--- src/rtl/tree_sum_accumulator.sv ---
// Folds ACC_LEN consecutive valid adder-tree sums into one result and queues results in a show-ahead FIFO.
// Define ACCUM_SAT_EN to make the accumulator saturate at all-ones instead of wrapping.
module tree_sum_accumulator #(
  parameter int IN_WIDTH   = 14,
  parameter int ACC_LEN    = 4,
  parameter int ACC_WIDTH  = 16,
  parameter int FIFO_DEPTH = 4
) (
  input  logic                      clk,
  input  logic                      rst,
  input  logic                      in_valid,
  input  logic [IN_WIDTH-1:0]       in_sum,
  input  logic                      flush,
  output logic                      out_valid,
  input  logic                      out_ready,
  output logic [ACC_WIDTH-1:0]      out_data,
  output logic [$clog2(ACC_LEN):0]  out_count,
  output logic [$clog2(ACC_LEN):0]  group_cnt,
  output logic                      drop_err
);

  localparam int CNT_W = $clog2(ACC_LEN) + 1;
  localparam int PTR_W = $clog2(FIFO_DEPTH);
  localparam logic [CNT_W-1:0] LAST_CNT = CNT_W'(ACC_LEN - 1);
  localparam logic [CNT_W-1:0] CNT_ONE  = CNT_W'(1);
  localparam logic [PTR_W:0]   PTR_ONE  = (PTR_W + 1)'(1);

  logic [ACC_WIDTH-1:0] acc;
  logic [ACC_WIDTH-1:0] acc_base;
  logic [ACC_WIDTH-1:0] addend;
  logic [ACC_WIDTH-1:0] next_acc;
  logic [CNT_W-1:0]     push_count;
  logic                 group_close;

  logic [ACC_WIDTH-1:0] data_mem [FIFO_DEPTH];
  logic [CNT_W-1:0]     cnt_mem  [FIFO_DEPTH];
  logic [PTR_W:0]       wr_ptr;
  logic [PTR_W:0]       rd_ptr;
  logic                 fifo_empty;
  logic                 fifo_full;
  logic                 do_pop;
  logic                 do_push;

  assign acc_base   = (group_cnt == '0) ? '0 : acc;
  assign addend     = in_valid ? ACC_WIDTH'(in_sum) : '0;
  assign push_count = group_cnt + CNT_W'(in_valid);

`ifdef ACCUM_SAT_EN
  logic [ACC_WIDTH:0] wide_sum;
  assign wide_sum = {1'b0, acc_base} + {1'b0, addend};
  assign next_acc = wide_sum[ACC_WIDTH] ? '1 : wide_sum[ACC_WIDTH-1:0];
`else
  assign next_acc = acc_base + addend;
`endif

  assign group_close = (in_valid && (group_cnt == LAST_CNT)) ||
                       (flush && ((group_cnt != '0) || in_valid));

  // Accumulator and open-group counter; acc after a close is never read because group_cnt==0 masks it.
  always_ff @(posedge clk) begin
    if (rst) begin
      acc       <= '0;
      group_cnt <= '0;
    end else begin
      if (in_valid)
        acc <= next_acc;
      if (group_close)
        group_cnt <= '0;
      else if (in_valid)
        group_cnt <= group_cnt + CNT_ONE;
    end
  end

  // Extra pointer bit separates full from empty; a pop in the same cycle frees the slot for a push.
  assign fifo_empty = (wr_ptr == rd_ptr);
  assign fifo_full  = (wr_ptr[PTR_W] != rd_ptr[PTR_W]) &&
                      (wr_ptr[PTR_W-1:0] == rd_ptr[PTR_W-1:0]);
  assign do_pop     = !fifo_empty && out_ready;
  assign do_push    = group_close && (!fifo_full || do_pop);

  always_ff @(posedge clk) begin
    if (rst) begin
      wr_ptr   <= '0;
      rd_ptr   <= '0;
      drop_err <= 1'b0;
    end else begin
      if (do_push)
        wr_ptr <= wr_ptr + PTR_ONE;
      if (do_pop)
        rd_ptr <= rd_ptr + PTR_ONE;
      if (group_close && !do_push)
        drop_err <= 1'b1;
    end
  end

  always_ff @(posedge clk) begin
    if (do_push && !rst) begin
      data_mem[wr_ptr[PTR_W-1:0]] <= next_acc;
      cnt_mem[wr_ptr[PTR_W-1:0]]  <= push_count;
    end
  end

  // Head is masked to zero when empty so the storage itself needs no reset.
  assign out_valid = !fifo_empty;
  assign out_data  = fifo_empty ? '0 : data_mem[rd_ptr[PTR_W-1:0]];
  assign out_count = fifo_empty ? '0 : cnt_mem[rd_ptr[PTR_W-1:0]];

endmodule

--- config.mk ---
export PLATFORM = sky130hd
export DESIGN_NAME = tree_sum_accumulator
export DESIGN_NICKNAME = d
export VERILOG_FILES = /design/src/rtl/tree_sum_accumulator.sv
export SDC_FILE = /design/constraint.sdc
export NUM_CORES = 1
export LEC_CHECK = 0
export BUFFER_PORTS_ARGS = -buffer_cell sky130_fd_sc_hd__buf_2
export CAP_MARGIN = 20
export CORE_AREA = 10 10 83 156
export CTS_CLUSTER_DIAMETER = 30
export DETAILED_ROUTE_END_ITERATION = 16
export DIE_AREA = 0 0 93 166
export PLACE_DENSITY = 0.72
export SLEW_MARGIN = 20
export SYNTH_ARGS = -nofsm -noshare
export SYNTH_HDL_FRONTEND = slang
export SYNTH_SLANG_ARGS = --single-unit
--- constraint.sdc ---
create_clock -name clk -period 3.19 [get_ports clk]
set_input_delay 0.1595 -clock clk [delete_from_list [all_inputs] [get_ports clk]]
set_output_delay 0.1595 -clock clk [all_outputs]
set_load 0.005 [all_outputs]
Word level (Yosys, flattened, before mapping)
Memories as Yosys holds them, arrays and structs flattened. A register that Yosys moved wholly into a read port is not among the register bits.
Cells that the tools add are included.
{"block": "word_totals", "ff_bits": 26, "mem_bits_rw": 76, "elab_cells": 43, "n_memories": 2}
{"block": "classes", "addsub": 5, "eq_ne": 4, "muxes": 10, "n_reduce_logical": 17}
{"memory": "data_mem", "words": 4, "width": 16, "read_ports": 1, "rd_clocked_by_memory_dff": 1, "write_ports": 1, "line": "35", "text": "logic [ACC_WIDTH-1:0] data_mem [FIFO_DEPTH];"}
{"memory": "cnt_mem", "words": 4, "width": 3, "read_ports": 1, "rd_clocked_by_memory_dff": 1, "write_ports": 1, "line": "36", "text": "logic [CNT_W-1:0] cnt_mem [FIFO_DEPTH];"}
{"operator": "16-bit two-way mux", "count": 2}
{"operator": "16-bit by 14-bit adder with 16-bit output", "count": 1}
{"operator": "14-bit two-way mux", "count": 1}
{"operator": "3-bit by 1-bit adder with 3-bit output (second input constant)", "count": 3}
{"operator": "2-bit two-way mux", "count": 4}
{"operator": "1-bit logical AND", "count": 7}
{"operator": "1-bit logical NOT", "count": 4}
{"operator": "3-bit by 1-bit adder with 3-bit output", "count": 1}
{"operator": "3-bit by 2-bit == test with 1-bit output (second input constant)", "count": 1}
{"operator": "3-bit == test", "count": 1}
{"operator": "3-bit logical NOT", "count": 1}
{"operator": "1-bit logical OR", "count": 3}
{"operator": "3-bit two-way mux", "count": 1}
{"operator": "3-bit nonzero test", "count": 1}
{"operator": "2-bit == test", "count": 1}
{"operator": "1-bit two-way mux", "count": 2}
{"operator": "2-bit OR reduction", "count": 1}
{"operator": "1-bit inequality test", "count": 1}

Logic depth before layout (Yosys ltp)
{"block": "depth", "ltp_word": 8, "depth_mapped": 13}

Worst setup path before layout
Ideal clock, no wire load.
{"block": "synth_path", "path_kind": "register to register", "startpoint": "register group_cnt[0]", "endpoint": "register acc[12]", "setup_time_ns": 0.117, "arrival_ns": 2.726, "setup_slack_ns": 0.347, "path_stages_with_launch": 14, "n_path_buf": 2, "synth_period_minus_slack_ns": 2.843, "cell_sequence": "dfxtp_1 > inv_1 > ha_1 > nor2b_1 > clkbuf_1 > nor2b_1 > ha_1 > buf_6 > a21o_1 > a211o_1 > a31o_1 > o221ai_2 > xnor2_1 > a22o_1"}
{"block": "synth_via", "elab_chain_cells": 3}
{"item": "from (decl)", "line": "18", "text": "output logic [$clog2(ACC_LEN):0] group_cnt,"}
{"item": "from (signal assigned)", "line": "70", "text": "group_cnt <= group_cnt + CNT_ONE;"}
{"item": "3-bit logical NOT", "line": "44", "text": "assign acc_base = (group_cnt == '0) ? '0 : acc;"}
{"item": "16-bit two-way mux", "line": "44"}
{"item": "16-bit by 14-bit adder with 16-bit output", "line": "53", "text": "assign next_acc = acc_base + addend;"}
{"item": "net next_acc[12]", "line": "31", "text": "logic [ACC_WIDTH-1:0] next_acc;"}
{"item": "to (signal assigned)", "line": "66", "text": "acc <= next_acc;"}
{"item": "to (decl)", "line": "28", "text": "logic [ACC_WIDTH-1:0] acc;"}
The timed path passes the listed nets, and every way through them passes these cells.
A chain may end at the register's enable or synchronous reset.

Final worst setup path
{"block": "layout_path", "startpoint": "register group_cnt[0]", "endpoint": "memory data_mem[3][14] (data pin)"}
{"block": "layout_via", "elab_chain_cells": 3}
{"item": "3-bit logical NOT", "line": "44"}
{"item": "16-bit two-way mux", "line": "44"}
{"item": "16-bit by 14-bit adder with 16-bit output", "line": "53"}
{"item": "net next_acc[14]", "line": "31"}
{"item": "to (decl)", "line": "35"}
The timed path passes the listed nets, and every way through them passes these cells.

==> impl_results.md <==
* Status: finished clean
* Mapped cell area at just over 5000 um^2
* Setup crit end kind: flop
* CP arrival at around 3.1 ns
* Std-Cell Rows at 53
* CTS buffer count at 9
* Clock Tree Buf Depth at 2
* Detailed Place HPWL at ~7600 um
* # port buffers at 42
* Synth cell types at 51
* Synth Warn # at 0
* Initial antenna violation count at 0
* Final net count at 471
* Die Footprint at between 15000 and 20000 um^2
* Cell leakage power at 2.22 nW
* Core ar. at between 10000 and 15000 um^2
* WL per Instance at 18.3 um
* Die Span Y at 166 um
* Register area share after synthesis at 0.560
* Area grow syn2layout at 13.7%
* Initial Util at 0.484
* Number of synthesized flops with an enable pin at 76
* Most frequent cells in the layout: edfxtp_1, buf_2, and2_1, dfxtp_1, nor2_1
* Ant diodes at 0
* CTS tree: built
* Largest net degree at the start of global routing at 30
* PD cells at 602 nW/um^2
* Final WL at between 10000 and 15000 um
* RR Startpoint: group_cnt[0]
* Overall Power at approximately 3.5 mW
* WS Path Type: reg2reg
* Data required time of the worst path at around 3.3 ns
* Ys flop type: edfxtp_1
* Clk root buf: clkbuf_16
* Hold path start: out_ready
* Hold Path Stages at 4
* Fin Setup TNS at 0 ns
* Reg clk slew, reported paths at 0.07 ns
* Mapped Cells at around 380
* Hold Crit Class: in2reg
* Ports at 43
* Path depth of the worst reg2reg path at 11
* Least-Margin Pin Slew at between 0.9 and 1 ns
* Maxcap violations at 0
* Maximum VDD drop at between 0.0004 and 0.0005 V
* Slew Viols, Final at 0
* Period minus WS final at roughly 3.0 ns
* Synthesized net count at 425
* Clock sink count at roughly 100
* Fin crit share at 0.928
* Final setup fails at 0
* Grt total ovfl at 0
* Crit path launch: group_cnt[0]
* Residual DRC count at 0
* Post CTS Setup Buffer Count at 0
* First-pass iteration count of the detailed router at 4
* Max Freq at roughly 0.34 GHz
* Critical path launch point type: flop
* Fin. Hold Viols at 0
* RSZ-0062 raised after global routing: no
* 1st-iter DRT viols at 211
* Fin Clk Skew at ~0.0047 ns
* Antenna Nets Post-Route at 0
* Share of cells above drive strength 1 at 0.222
* GRT Total Usage at 0.140
* Total number of vias at 3128
* DR vias/cell at roughly 5.5
* Htree depth at 3
* Critical path peak fanout at 12
* Routability cong. at approximately 0.88
* Yosys reg bits at between 100 and 150
* Ys async rst share at 0
* Worst R2R Setup Slack at ~0.23 ns
* Vias in the first global route at approximately 3.4k
* First-pass GRT wire length at about 17000 um
* Worst skew pair latency at between 0.3 and 0.4 ns
* Slew HR at 0.373
* Mean post-synth cell area at 13.3 um^2
* Most common cell after layout, fill and taps aside: edfxtp_1
* Die Wd at 93 um
[worst max-delay path: stages, from the launching register on]
cell and delay, ns:
dfxtp_1 0.37, inv_1 0.08, ha_1 0.13, nor2b_2 0.27
buf_4 0.26, nor2b_1 0.07, ha_1 0.35, a21o_1 0.20
a2111oi_0 0.41, a21oi_1 0.13, nor2_1 0.22, xor2_1 0.28
[path summary, 6_finish.rpt]
path / end
worst max-delay path: data_mem[3][14]
worst min-delay path: rd_ptr[2]
worst max register to register: data_mem[3][14]
worst min register to register: acc[13]
[logic make-up after synthesis]
group | count (synthesis) | synth area share
buffers and inverters | 26 | 0.0283
AO/OA/AOI/OAI | 59 | 0.0838
adder cells (fa/ha/maj) | 25 | 0.0631
multiplexers | 29 | 0.104
flip-flops | 104 | 0.560
XOR/XNOR | 22 | 0.0380
AND/OR/NAND/NOR | 116 | 0.123
[flip-flops by register name, summed over array words and instances, names as in the netlist, named ones only]
| signal | cells |
|---|---|
| data_mem | 64 |
| acc | 16 |
| drop_err | 1 |
| group_cnt | 3 |
| cnt_mem | 12 |
| wr_ptr | 3 |
| rd_ptr | 3 |
[cell usage after synthesis (4+ instances only)]
| cell type | count | area [um^2] |
|---|---|---|
| nor2_1 | 25 | 93.8 |
| o211ai_1 | 5 | 37.5 |
| ha_1 | 24 | 300 |
| a21oi_1 | 17 | 85.1 |
| nor2b_1 | 18 | 113 |
| mux4_2 | 19 | 428 |
| a21o_1 | 6 | 45.0 |
| clkbuf_1 | 8 | 30.0 |
| xor2_1 | 11 | 96.3 |
| nor3_1 | 4 | 20.0 |
| mux2i_1 | 10 | 100 |
| and2_1 | 38 | 238 |
| nand3_1 | 7 | 35.0 |
| xnor2_1 | 11 | 96.3 |
| buf_6 | 4 | 45.0 |
| o21ai_1 | 4 | 20.0 |
| nand2_1 | 14 | 52.6 |
| edfxtp_1 | 76 | 2280 |
| dfxtp_1 | 28 | 561 |
| inv_1 | 9 | 33.8 |
[timing repair]
| item | CTS | global route |
|---|---|---|
| hold buffers | 0 | 0 |
| gates resized for setup | 0 | 1 |
| endpoints found under the hold margin | 0 | 0 |
| setup endpoints to repair | 0 | 20 |
[metal layers]
layer  vias up  GRT usage  part of all wire
met1      1533      0.146              0.39
met4         0     0.0682             0.035
li1       1490          -                 -
met3        28     0.0321             0.038
met2        77      0.253              0.53
met5         -          0                 0
[power by group]
part | total [mW] | switching, mW | internal (mW)
Sequential | 1.56 | 0.0394 | 1.52
Clock | 1.25 | 0.484 | 0.768
Combinational | 0.666 | 0.339 | 0.328
[final cells by class]
| type | count | area (um^2) |
|---|---|---|
| Clock buffer | 9 | 225 |
| Clock inverter | 7 | 119 |
| Fill cell | 968 | 4710 |
| Inverter | 9 | 33.8 |
| Multi-Input combinational cell | 251 | 2090 |
| Sequential cell | 104 | 2840 |
| Tap cell | 137 | 171 |
| Timing Repair Buffer | 52 | 285 |
[through the flow]
step	hold WS [ns]	worst slack [ns]	area, um^2	std cells	utilization
after global routing	0.240	0.0215	5770	569	0.551
after floorplan	0.376	0.347	5070	381	-
after CTS	0.204	0.120	5770	569	0.550
final	0.204	0.230	5770	569	0.551
after global placement	0.453	0.263	5420	553	0.517
after detailed placement	0.450	0.167	5420	553	0.517
Power figures use the tool's default switching activity.
